===== src/rtl/ring_osc_pkg.sv =====
// Shared state encoding, default sizing and ring-selection helper for the ring-oscillator sweeper.
package ring_osc_pkg;

    localparam int DEF_NUM_RINGS = 2;
    localparam int DEF_CNT_W     = 16;
    localparam int DEF_SETTLE_W  = 8;
    localparam int DEF_WINDOW_W  = 16;
    localparam int MAX_RINGS     = 32;

    typedef enum logic [1:0] {
        IDLE,
        SETTLE,
        MEASURE,
        REPORT
    } sweep_state_e;

    // Lowest set mask bit at index >= first; with wrap, falls back to the lowest set bit overall.
    // Returns -1 when nothing qualifies.
    function automatic int pick_ring(input logic [MAX_RINGS-1:0] mask, input int first,
                                     input logic wrap);
        int pick;
        pick = -1;
        for (int i = MAX_RINGS - 1; i >= 0; i--) begin
            if (mask[i] && i >= first) begin
                pick = i;
            end
        end
        if (pick < 0 && wrap) begin
            for (int i = MAX_RINGS - 1; i >= 0; i--) begin
                if (mask[i]) begin
                    pick = i;
                end
            end
        end
        return pick;
    endfunction

endpackage


===== src/rtl/ring_edge_sync.sv =====
// Brings one pre-divided ring output into the clk domain and flags its rising edges.
module ring_edge_sync (
    input  logic clk,
    input  logic rst_n,
    input  logic ring_in,
    output logic rise
);

    logic meta_q;
    logic sync_q;
    logic prev_q;

    always_ff @(posedge clk or negedge rst_n) begin
        if (!rst_n) begin
            meta_q <= 1'b0;
            sync_q <= 1'b0;
            prev_q <= 1'b0;
        end else begin
            meta_q <= ring_in;
            sync_q <= meta_q;
            prev_q <= sync_q;
        end
    end

    assign rise = sync_q & ~prev_q;

endmodule


===== src/rtl/ring_osc_sweeper.sv =====
// Sweeps the on-die ring oscillators one at a time: enable, settle, count edges over a window, report.
module ring_osc_sweeper
    import ring_osc_pkg::*;
#(
    parameter int  NUM_RINGS = DEF_NUM_RINGS,
    parameter int  CNT_W     = DEF_CNT_W,
    parameter int  SETTLE_W  = DEF_SETTLE_W,
    parameter int  WINDOW_W  = DEF_WINDOW_W,
    localparam int IDX_W     = (NUM_RINGS > 1) ? $clog2(NUM_RINGS) : 1
) (
    input  logic                 clk,
    input  logic                 rst_n,
    input  logic                 start,
    input  logic                 continuous,
    input  logic [NUM_RINGS-1:0] ring_mask,
    input  logic [SETTLE_W-1:0]  settle_cycles,
    input  logic [WINDOW_W-1:0]  window_cycles,
    input  logic                 stop,
    input  logic [NUM_RINGS-1:0] ring_in,
    output logic [NUM_RINGS-1:0] ring_en,
    output logic                 busy,
    output logic                 result_valid,
    output logic [IDX_W-1:0]     result_idx,
    output logic [CNT_W-1:0]     result_count,
    output logic                 result_ovf,
    output logic                 done
);

    sweep_state_e         state_q, state_d;
    logic [IDX_W-1:0]     sel_q, sel_d;
    logic                 cont_q, cont_d;
    logic [NUM_RINGS-1:0] mask_q, mask_d;
    logic [SETTLE_W-1:0]  settle_q, settle_d, settle_cnt_q, settle_cnt_d;
    logic [WINDOW_W-1:0]  window_q, window_d, window_cnt_q, window_cnt_d;
    logic [CNT_W-1:0]     count_q, count_d;
    logic                 ovf_q, ovf_d;
    logic [NUM_RINGS-1:0] ring_en_q, ring_en_d;
    logic                 busy_q, busy_d;
    logic                 result_valid_q, result_valid_d;
    logic [IDX_W-1:0]     result_idx_q, result_idx_d;
    logic [CNT_W-1:0]     result_count_q, result_count_d;
    logic                 result_ovf_q, result_ovf_d;
    logic                 done_q, done_d;

    logic [NUM_RINGS-1:0] rise;
    logic [MAX_RINGS-1:0] start_mask_ext, mask_ext;
    int                   first_pick, next_pick;

    for (genvar g = 0; g < NUM_RINGS; g++) begin : g_sync
        ring_edge_sync u_sync (
            .clk     (clk),
            .rst_n   (rst_n),
            .ring_in (ring_in[g]),
            .rise    (rise[g])
        );
    end

    always_comb begin
        start_mask_ext                  = '0;
        start_mask_ext[NUM_RINGS-1:0]   = ring_mask;
        mask_ext                        = '0;
        mask_ext[NUM_RINGS-1:0]         = mask_q;
        first_pick = pick_ring(start_mask_ext, 0, 1'b0);
        next_pick  = pick_ring(mask_ext, int'(sel_q) + 1, cont_q);
    end

    // NOTE: every _d gets its hold value before the case so no path through it infers a latch.
    always_comb begin
        state_d        = state_q;
        sel_d          = sel_q;
        cont_d         = cont_q;
        mask_d         = mask_q;
        settle_d       = settle_q;
        window_d       = window_q;
        settle_cnt_d   = settle_cnt_q;
        window_cnt_d   = window_cnt_q;
        count_d        = count_q;
        ovf_d          = ovf_q;
        result_valid_d = 1'b0;
        result_idx_d   = result_idx_q;
        result_count_d = result_count_q;
        result_ovf_d   = result_ovf_q;
        done_d         = 1'b0;

        case (state_q)
            IDLE: begin
                if (start) begin
                    cont_d   = continuous;
                    mask_d   = ring_mask;
                    settle_d = settle_cycles;
                    window_d = window_cycles;
                    if (first_pick >= 0) begin
                        state_d      = SETTLE;
                        sel_d        = IDX_W'(first_pick);
                        settle_cnt_d = settle_cycles;
                    end else begin
                        done_d = 1'b1;
                    end
                end
            end
            SETTLE: begin
                if (settle_cnt_q <= SETTLE_W'(1)) begin
                    if (window_q == '0) begin
                        state_d        = REPORT;
                        result_valid_d = 1'b1;
                        result_idx_d   = sel_q;
                        result_count_d = '0;
                        result_ovf_d   = 1'b0;
                    end else begin
                        state_d      = MEASURE;
                        window_cnt_d = window_q;
                        count_d      = '0;
                        ovf_d        = 1'b0;
                    end
                end else begin
                    settle_cnt_d = settle_cnt_q - SETTLE_W'(1);
                end
            end
            MEASURE: begin
                if (rise[sel_q]) begin
                    if (&count_q) ovf_d = 1'b1;
                    else          count_d = count_q + CNT_W'(1);
                end
                window_cnt_d = window_cnt_q - WINDOW_W'(1);
                // The final window cycle's edge lands in the reported count.
                if (window_cnt_q <= WINDOW_W'(1)) begin
                    state_d        = REPORT;
                    result_valid_d = 1'b1;
                    result_idx_d   = sel_q;
                    result_count_d = count_d;
                    result_ovf_d   = ovf_d;
                end
            end
            REPORT: begin
                if (next_pick >= 0) begin
                    state_d      = SETTLE;
                    sel_d        = IDX_W'(next_pick);
                    settle_cnt_d = settle_q;
                end else begin
                    state_d = IDLE;
                    done_d  = 1'b1;
                end
            end
            default: state_d = IDLE;
        endcase

        // Abort discards whatever result the current cycle would have produced.
        if (stop && state_q != IDLE) begin
            state_d        = IDLE;
            done_d         = 1'b1;
            result_valid_d = 1'b0;
            result_idx_d   = result_idx_q;
            result_count_d = result_count_q;
            result_ovf_d   = result_ovf_q;
        end

        ring_en_d = '0;
        if (state_d == SETTLE || state_d == MEASURE) ring_en_d[sel_d] = 1'b1;
        busy_d = (state_d != IDLE);
    end

    // NOTE: state registers use non-blocking assignments so all flops sample pre-edge values.
    always_ff @(posedge clk or negedge rst_n) begin
        if (!rst_n) begin
            state_q        <= IDLE;
            sel_q          <= '0;
            cont_q         <= 1'b0;
            mask_q         <= '0;
            settle_q       <= '0;
            window_q       <= '0;
            settle_cnt_q   <= '0;
            window_cnt_q   <= '0;
            count_q        <= '0;
            ovf_q          <= 1'b0;
            ring_en_q      <= '0;
            busy_q         <= 1'b0;
            result_valid_q <= 1'b0;
            result_idx_q   <= '0;
            result_count_q <= '0;
            result_ovf_q   <= 1'b0;
            done_q         <= 1'b0;
        end else begin
            state_q        <= state_d;
            sel_q          <= sel_d;
            cont_q         <= cont_d;
            mask_q         <= mask_d;
            settle_q       <= settle_d;
            window_q       <= window_d;
            settle_cnt_q   <= settle_cnt_d;
            window_cnt_q   <= window_cnt_d;
            count_q        <= count_d;
            ovf_q          <= ovf_d;
            ring_en_q      <= ring_en_d;
            busy_q         <= busy_d;
            result_valid_q <= result_valid_d;
            result_idx_q   <= result_idx_d;
            result_count_q <= result_count_d;
            result_ovf_q   <= result_ovf_d;
            done_q         <= done_d;
        end
    end

    assign ring_en      = ring_en_q;
    assign busy         = busy_q;
    assign result_valid = result_valid_q;
    assign result_idx   = result_idx_q;
    assign result_count = result_count_q;
    assign result_ovf   = result_ovf_q;
    assign done         = done_q;

endmodule

===== config.mk =====
export PLATFORM = sky130hd
export DESIGN_NAME = ring_osc_sweeper
export DESIGN_NICKNAME = d
export VERILOG_FILES = /design/src/rtl/ring_osc_pkg.sv /design/src/rtl/ring_edge_sync.sv /design/src/rtl/ring_osc_sweeper.sv
export SDC_FILE = /design/constraint.sdc
export NUM_CORES = 1
export LEC_CHECK = 0
export ABC_AREA = 1
export CORE_UTILIZATION = 40
export CTS_BUF_LIST = sky130_fd_sc_hd__clkbuf_2
export DETAILED_ROUTE_END_ITERATION = 8
export GPL_TIMING_DRIVEN = 0
export REMOVE_ABC_BUFFERS = 1
export SYNTH_ARGS = -nofsm -noshare
export SYNTH_HDL_FRONTEND = slang
export SYNTH_HIERARCHICAL = 1
export SYNTH_SLANG_ARGS = --single-unit
export TNS_END_PERCENT = 100

===== constraint.sdc =====
create_clock -name clk -period 1.75 [get_ports clk]
set_clock_uncertainty 0.05 [all_clocks]
set_input_delay 0.35 -clock clk [delete_from_list [all_inputs] [get_ports clk]]
set_output_delay 0.35 -clock clk [all_outputs]
set_load 0.05 [all_outputs]

# After elaboration in Yosys (flattened, before gate mapping)
# Index checks and enable logic that the tools add are counted.
# totals
regBits	100
inputBits	33
output_inout_bits	23
# classes
bitwise	5
n_eq_ne	13
n_addsub	4
n_mux	64
reduce_logical	17
n_lt_le_gt_ge	10
# ops
operator	n
2-to-1 mux 32 bit	7
2-to-1 mux 16 bit	9
case mux 16 bit (2 select lines)	3
>= comparator 32 x 1 -> 1 bit (second input constant)	2
< comparator 32 x 1 -> 1 bit (second input constant)	1
2-to-1 mux 8 bit	4
2-to-1 mux 1 bit	26
case mux 8 bit (3 select lines)	1
adder 16 x 1 -> 16 bit (second input constant)	1
<= comparator 16 x 1 -> 1 bit (second input constant)	1
zero test 16 bit	1
inequality test 2 bit (second input constant)	8
AND reduction 16 bit	1
subtractor 16 x 1 -> 16 bit (second input constant)	1
2-to-1 mux 2 bit	6
case mux 1 bit (2 select lines)	6
AND reduction 5 bit	2
<= comparator 8 x 1 -> 1 bit (second input constant)	1
case mux 2 bit (4 select lines)	1
subtractor 8 x 1 -> 8 bit (second input constant)	1
equality test 2 bit (second input constant)	3
nonzero test 2 bit	3
logical AND 1 bit	5
equality test 2 x 1 -> 1 bit (second input constant)	2
other kinds (12)	17

# Depth between registers and ports, before layout
# logic_depth
word_depth	16
depth_mapped	13
mapped_depth_nobuf	12

# Hierarchy
# Netlist, hierarchy kept.
# modules_own_cells
module	cells_each	area_per_inst_um2	instances	seq_area_each_um2
ring_osc_sweeper	688	5215.0	1	2352.3
ring_edge_sync	5	85.1	2	75.1

# Worst setup path after synthesis
# OpenSTA, ideal clock, no wires.
# synth_path
path_type	flip-flop to flip-flop
startpoint	reg state_q[1]
endpoint	reg ring_en_q[0] (netlist: ring_en[0])
arrival_time_ns	1.726
required_time_ns	1.585
path_slack_ns	-0.141
path_stages_with_launch	12
cell_sequence	dfrtp_1 inv_1 ha_1 buf_2 inv_2 nor2_1 nand2_1 nand2_1 o21bai_1 ha_1 inv_1 nor2_1
# synth_via
elab_chain_cells	7
# synth_rtl
element	line	text
start, declared	ring_osc_sweeper.sv:29	sweep_state_e state_q, state_d;
start signal, assigned	ring_osc_sweeper.sv:183	state_q <= state_d;
equality test 2 bit, or another cell as far along	ring_osc_sweeper.sv:85	case (state_q)
case mux 1 bit (2 select lines) or 2-to-1 mux 2 bit (tied branches)	ring_osc_sweeper.sv:85, ring_osc_sweeper.sv:87	
< comparator 1 x 2 -> 1 bit (not written as such), or another cell as far along	ring_osc_sweeper.sv:158	if (state_d == SETTLE || state_d == MEASURE) ring_en_d[sel_d] = 1'b1;
logical AND 1 bit (not written as such) or 2-to-1 mux 2 bit (tied branches)	ring_osc_sweeper.sv:158, ring_osc_sweeper.sv:148	
2-to-1 mux 1 bit (not written as such), or another cell as far along	ring_osc_sweeper.sv:158	
demux 1 bit (select 1 bit) or logical OR 1 bit (tied branches)	ring_osc_sweeper.sv:158	
2-to-1 mux 2 bit (*)	ring_osc_sweeper.sv:158	
via ring_en_d[0]	ring_osc_sweeper.sv:37	logic [NUM_RINGS-1:0] ring_en_q, ring_en_d;
end signal, assigned	ring_osc_sweeper.sv:193	ring_en_q <= ring_en_d;
end, declared	ring_osc_sweeper.sv:37	
# The timed path passes the listed nets; every way through them passes the cells marked *.
# A chain may end at the register's enable or synchronous reset.

# Worst setup path after layout
# layout_path
startpoint	reg settle_cnt_q[1]
endpoint	reg ring_en_q[0] (netlist: ring_en[0])
# layout_via
elab_chain_cells	7
# layout_rtl
element	line	text
start, declared	ring_osc_sweeper.sv:33	logic [SETTLE_W-1:0] settle_q, settle_d, settle_cnt_q, settle_cnt_d;
start signal, assigned	ring_osc_sweeper.sv:189	settle_cnt_q <= settle_cnt_d;
<= comparator 8 x 1 -> 1 bit (*)	ring_osc_sweeper.sv:102	if (settle_cnt_q <= SETTLE_W'(1)) begin
2-to-1 mux 2 bit (*)	ring_osc_sweeper.sv:102	
case mux 2 bit (4 select lines) (*)	ring_osc_sweeper.sv:85	
2-to-1 mux 2 bit (*)	ring_osc_sweeper.sv:148	if (stop && state_q != IDLE) begin
equality test 2 x 1 -> 1 bit or equality test 2 bit (tied branches)	ring_osc_sweeper.sv:158	
logical OR 1 bit (*)	ring_osc_sweeper.sv:158	
2-to-1 mux 2 bit (*)	ring_osc_sweeper.sv:158	
via ring_en_d[0]	ring_osc_sweeper.sv:37	
# Marked as above.

==> impl_metrics.csv <==
group,metric,value,unit
die,io-pin-count,56,
global_routing,grt_overflow,0,
die,die_w,118.0,µm
routing,drc,0,
die,coreArea,13190,µm²
placement,dpl.cell_count,905,
global_routing,antenna_found_initial,0,
placement,dp_hpwl,8115,µm
global_routing,first_global_vias,4609,
yosys,yosys.cell_types.count,36,
routing,vias_per_cell,5.234,
critical_path,path_max_fanout,4,
final_layout,fin_cells,995,
clocking,numCtsBuffers,9,
final_layout,layout_common_cells,"nand2_1, dfrtp_1, nor2_1, inv_1, buf_4",
clocking,clk_path_buf_depth,2,
final_layout,antenna_cells,0,
critical_path,critical_path_arrival,2.39,ns
yosys,syn_inst,698,
clocking,clkSinkCount,100,
timing,tightest_slew,0.4394,ns
clocking,htreeDepth,3,
timing,fmax,535.9,MHz
routing,drt-total-wl,14960,µm
timing,timing.final.crit_share,106.6,%
worst_hold_path,hold_class,"input port to flop",
routing,firstDrtPassIters,5,
timing,fin_crit,1.866,ns
die,initial_core_util,40.83,%
run_status,status,"finished with violations",
clocking,cts-root-buf,"clkbuf_2",
global_routing,grt_pass1_wl,22260,µm
timing,slew_headroom,70.61,%
clocking,clock_latency,0.62,ns
final_layout,syn2layout_area_growth,35.43,%
global_routing,grt_max_degree,70,
timing,grt_setup_unrepaired,"yes",
run_status,violations,"negative setup slack",
power,p_leak,0.003303,µW
final_layout,final_nets,858,
yosys,synth-seq-cells,100,
timing,finalSetupViolations,49,
timing,slew_violations,0,
power,total_power,12750,µW
critical_path,critPathLaunchType,"flop",
routing,ant_nets,0,
critical_path,critPathCaptureType,"flop",
timing,final.setup.worst_slack,-0.1160,ns
critical_path,worst_r2r_path_depth,11,
final_layout,layout_commonest_cell,"nand2_1",
die,fp-row-count,42,
placement,io_buffers,55,
power,vdd_drop_max,986.2,µV
routing,vias,5208,
power,power_per_cell_area,1748,nW/µm²
final_layout,utilization,55.29,%
die,dieArea,13930,µm²
clocking,clkTransAtPathRegs,0.28,ns
routing,first_iter_violations,390,
worst_hold_path,min_path_cells,1,
final_layout,n_fill_cell,1223,
die,die_y,118.0,µm
yosys,ys_seq_area_share,46.47,%
clocking,cts_tree,"done",
yosys,yosysWarningCount,6,
yosys,avgSynthCellArea,7.715,µm²
yosys,synth_area,5385,µm²
critical_path,crit_required,2.27,ns
critical_path,setup.worst_path.class,"flop to flop",
timing,finalHoldViolCount,0,
final_layout,drive_gt1_share,29.06,%
global_routing,grt_usage,19.98,%
timing,holdWs,0.07802,ns
flow_run,cap_violations,0,
placement,routabilityCongestion,0.8570,
routing,detail_route.wl_per_cell,15.03,µm
-- per-stage QoR --
step           instance area [µm²]  setup TNS [ns]  worst slack (ns)
6_report                      7293          -3.457           -0.1160
5_1_grt                       7293          -6.868           -0.2072
4_1_cts                       6635          -2.322           -0.1203
3_5_place_dp                  6061          -62.67           -0.9998
3_3_place_gp                  6033         -442.12            -3.577
2_1_floorplan                 5263          -30.78           -0.6804
-- worst max-delay path, stage by stage, from the launching register on --
cell and delay [ns]:
dfrtp_1 0.45, inv_2 0.11, ha_4 0.16, o21ai_4 0.06
nor2_4 0.19, nor2_4 0.06, o21ai_1 0.16, nand3_2 0.13
o21bai_4 0.17, ha_4 0.22, inv_2 0.05, nor2_1 0.03
-- area by class of cell --
cell class | count | area (µm²) | share of cell area (%)
Sequential cell | 100 | 2511 | 34.43
Clock buffer | 11 | 55.05 | 0.7548
Clock inverter | 5 | 28.78 | 0.3946
Multi-Input combinational cell | 510 | 3063 | 42.00
Timing Repair inverter | 5 | 52.55 | 0.7205
Timing Repair Buffer | 117 | 1062 | 14.57
Tap cell | 176 | 220.2 | 3.019
Inverter | 71 | 300.3 | 4.117
-- routing by layer --
metal | part of all wire [%] | track usage [%] | vias up
li1 | - | - | 2508
met1 | 42 | 25.07 | 2496
met2 | 50 | 33.68 | 155
met3 | 5.2 | 4.845 | 49
met4 | 2.9 | 6.490 | 0
met5 | 0 | 0 | -
-- where the power goes --
part / switching, µW / internal [µW] / leakage (µW)
sequential: 629 / 3150 / 0.00124
combinational: 4840 / 3160 / 0.00200
clock: 782 / 188 / 0.0000554
-- registers in the layout, summed over array words and instances (netlist names), 2 cells and up --
name	flops
settle_q	8
window_cnt_q	16
g_sync.u_sync/sync_q	2
g_sync.u_sync/prev_q	2
settle_cnt_q	8
count_q	16
window_q	16
result_count	16
mask_q	2
g_sync.u_sync/meta_q	2
state_q	2
ring_en	2
-- repair_timing --
action	in CTS	in global routing
endpoints found under the setup margin	114	86
resized for setup	199	106
endpoints found under the hold margin	81	1
pin swaps	23	32
setup buffers	26	32
hold buffers	1	1
cloned	6	8
-- synth_stat cells (all sizes together) --
| master | number | share of area, % |
|---|---|---|
| nor3b | 1 | 0.14 |
| o41ai | 1 | 0.16 |
| a21oi | 24 | 2.2 |
| o22ai | 4 | 0.46 |
| nand4 | 6 | 0.81 |
| nor2 | 91 | 6.9 |
| o31ai | 2 | 0.28 |
| o211ai | 4 | 0.56 |
| o221ai | 2 | 0.33 |
| ha | 11 | 2.6 |
| xnor2 | 2 | 0.33 |
| o21ai | 71 | 6.9 |
| dfrtp | 100 | 46 |
| nand3b | 1 | 0.14 |
| xor2 | 9 | 1.5 |
| a31oi | 1 | 0.12 |
| nor3 | 7 | 0.74 |
| clkbuf | 9 | 0.63 |
| buf | 16 | 1.6 |
| a22oi | 5 | 0.70 |
| inv | 71 | 4.9 |
| or2 | 4 | 0.46 |
| nand2 | 187 | 13 |
| nand3 | 55 | 5.1 |
| o21bai | 1 | 0.14 |
| mux2 | 13 | 2.7 |
-- final timing paths --
check | startpoint | end | slack (ns)
setup / recovery | settle_cnt_q[1] | ring_en[0] | -0.12
hold / removal | ring_in[0] | g_sync[0].u_sync/meta_q | 0.08
setup reg to reg | settle_cnt_q[1] | ring_en[0] | -0.12
hold reg to reg | g_sync[0].u_sync/meta_q | g_sync[0].u_sync/sync_q | 0.34
max in group asynchronous | rst_n | settle_cnt_q[4] | 0.79
min in group asynchronous | rst_n | g_sync[1].u_sync/meta_q | 0.11
-- cells by family after synthesis --
| kind of cell | synth area share [%] |
|---|---|
| fa+ha+maj | 2.556 |
| flops | 46.47 |
| simple gates | 27.39 |
| compound gates | 11.85 |
| xor+xnor | 1.789 |
| mux | 2.718 |
| buf+inv | 7.226 |
Note: power is estimated with default switching activity, not from simulation.
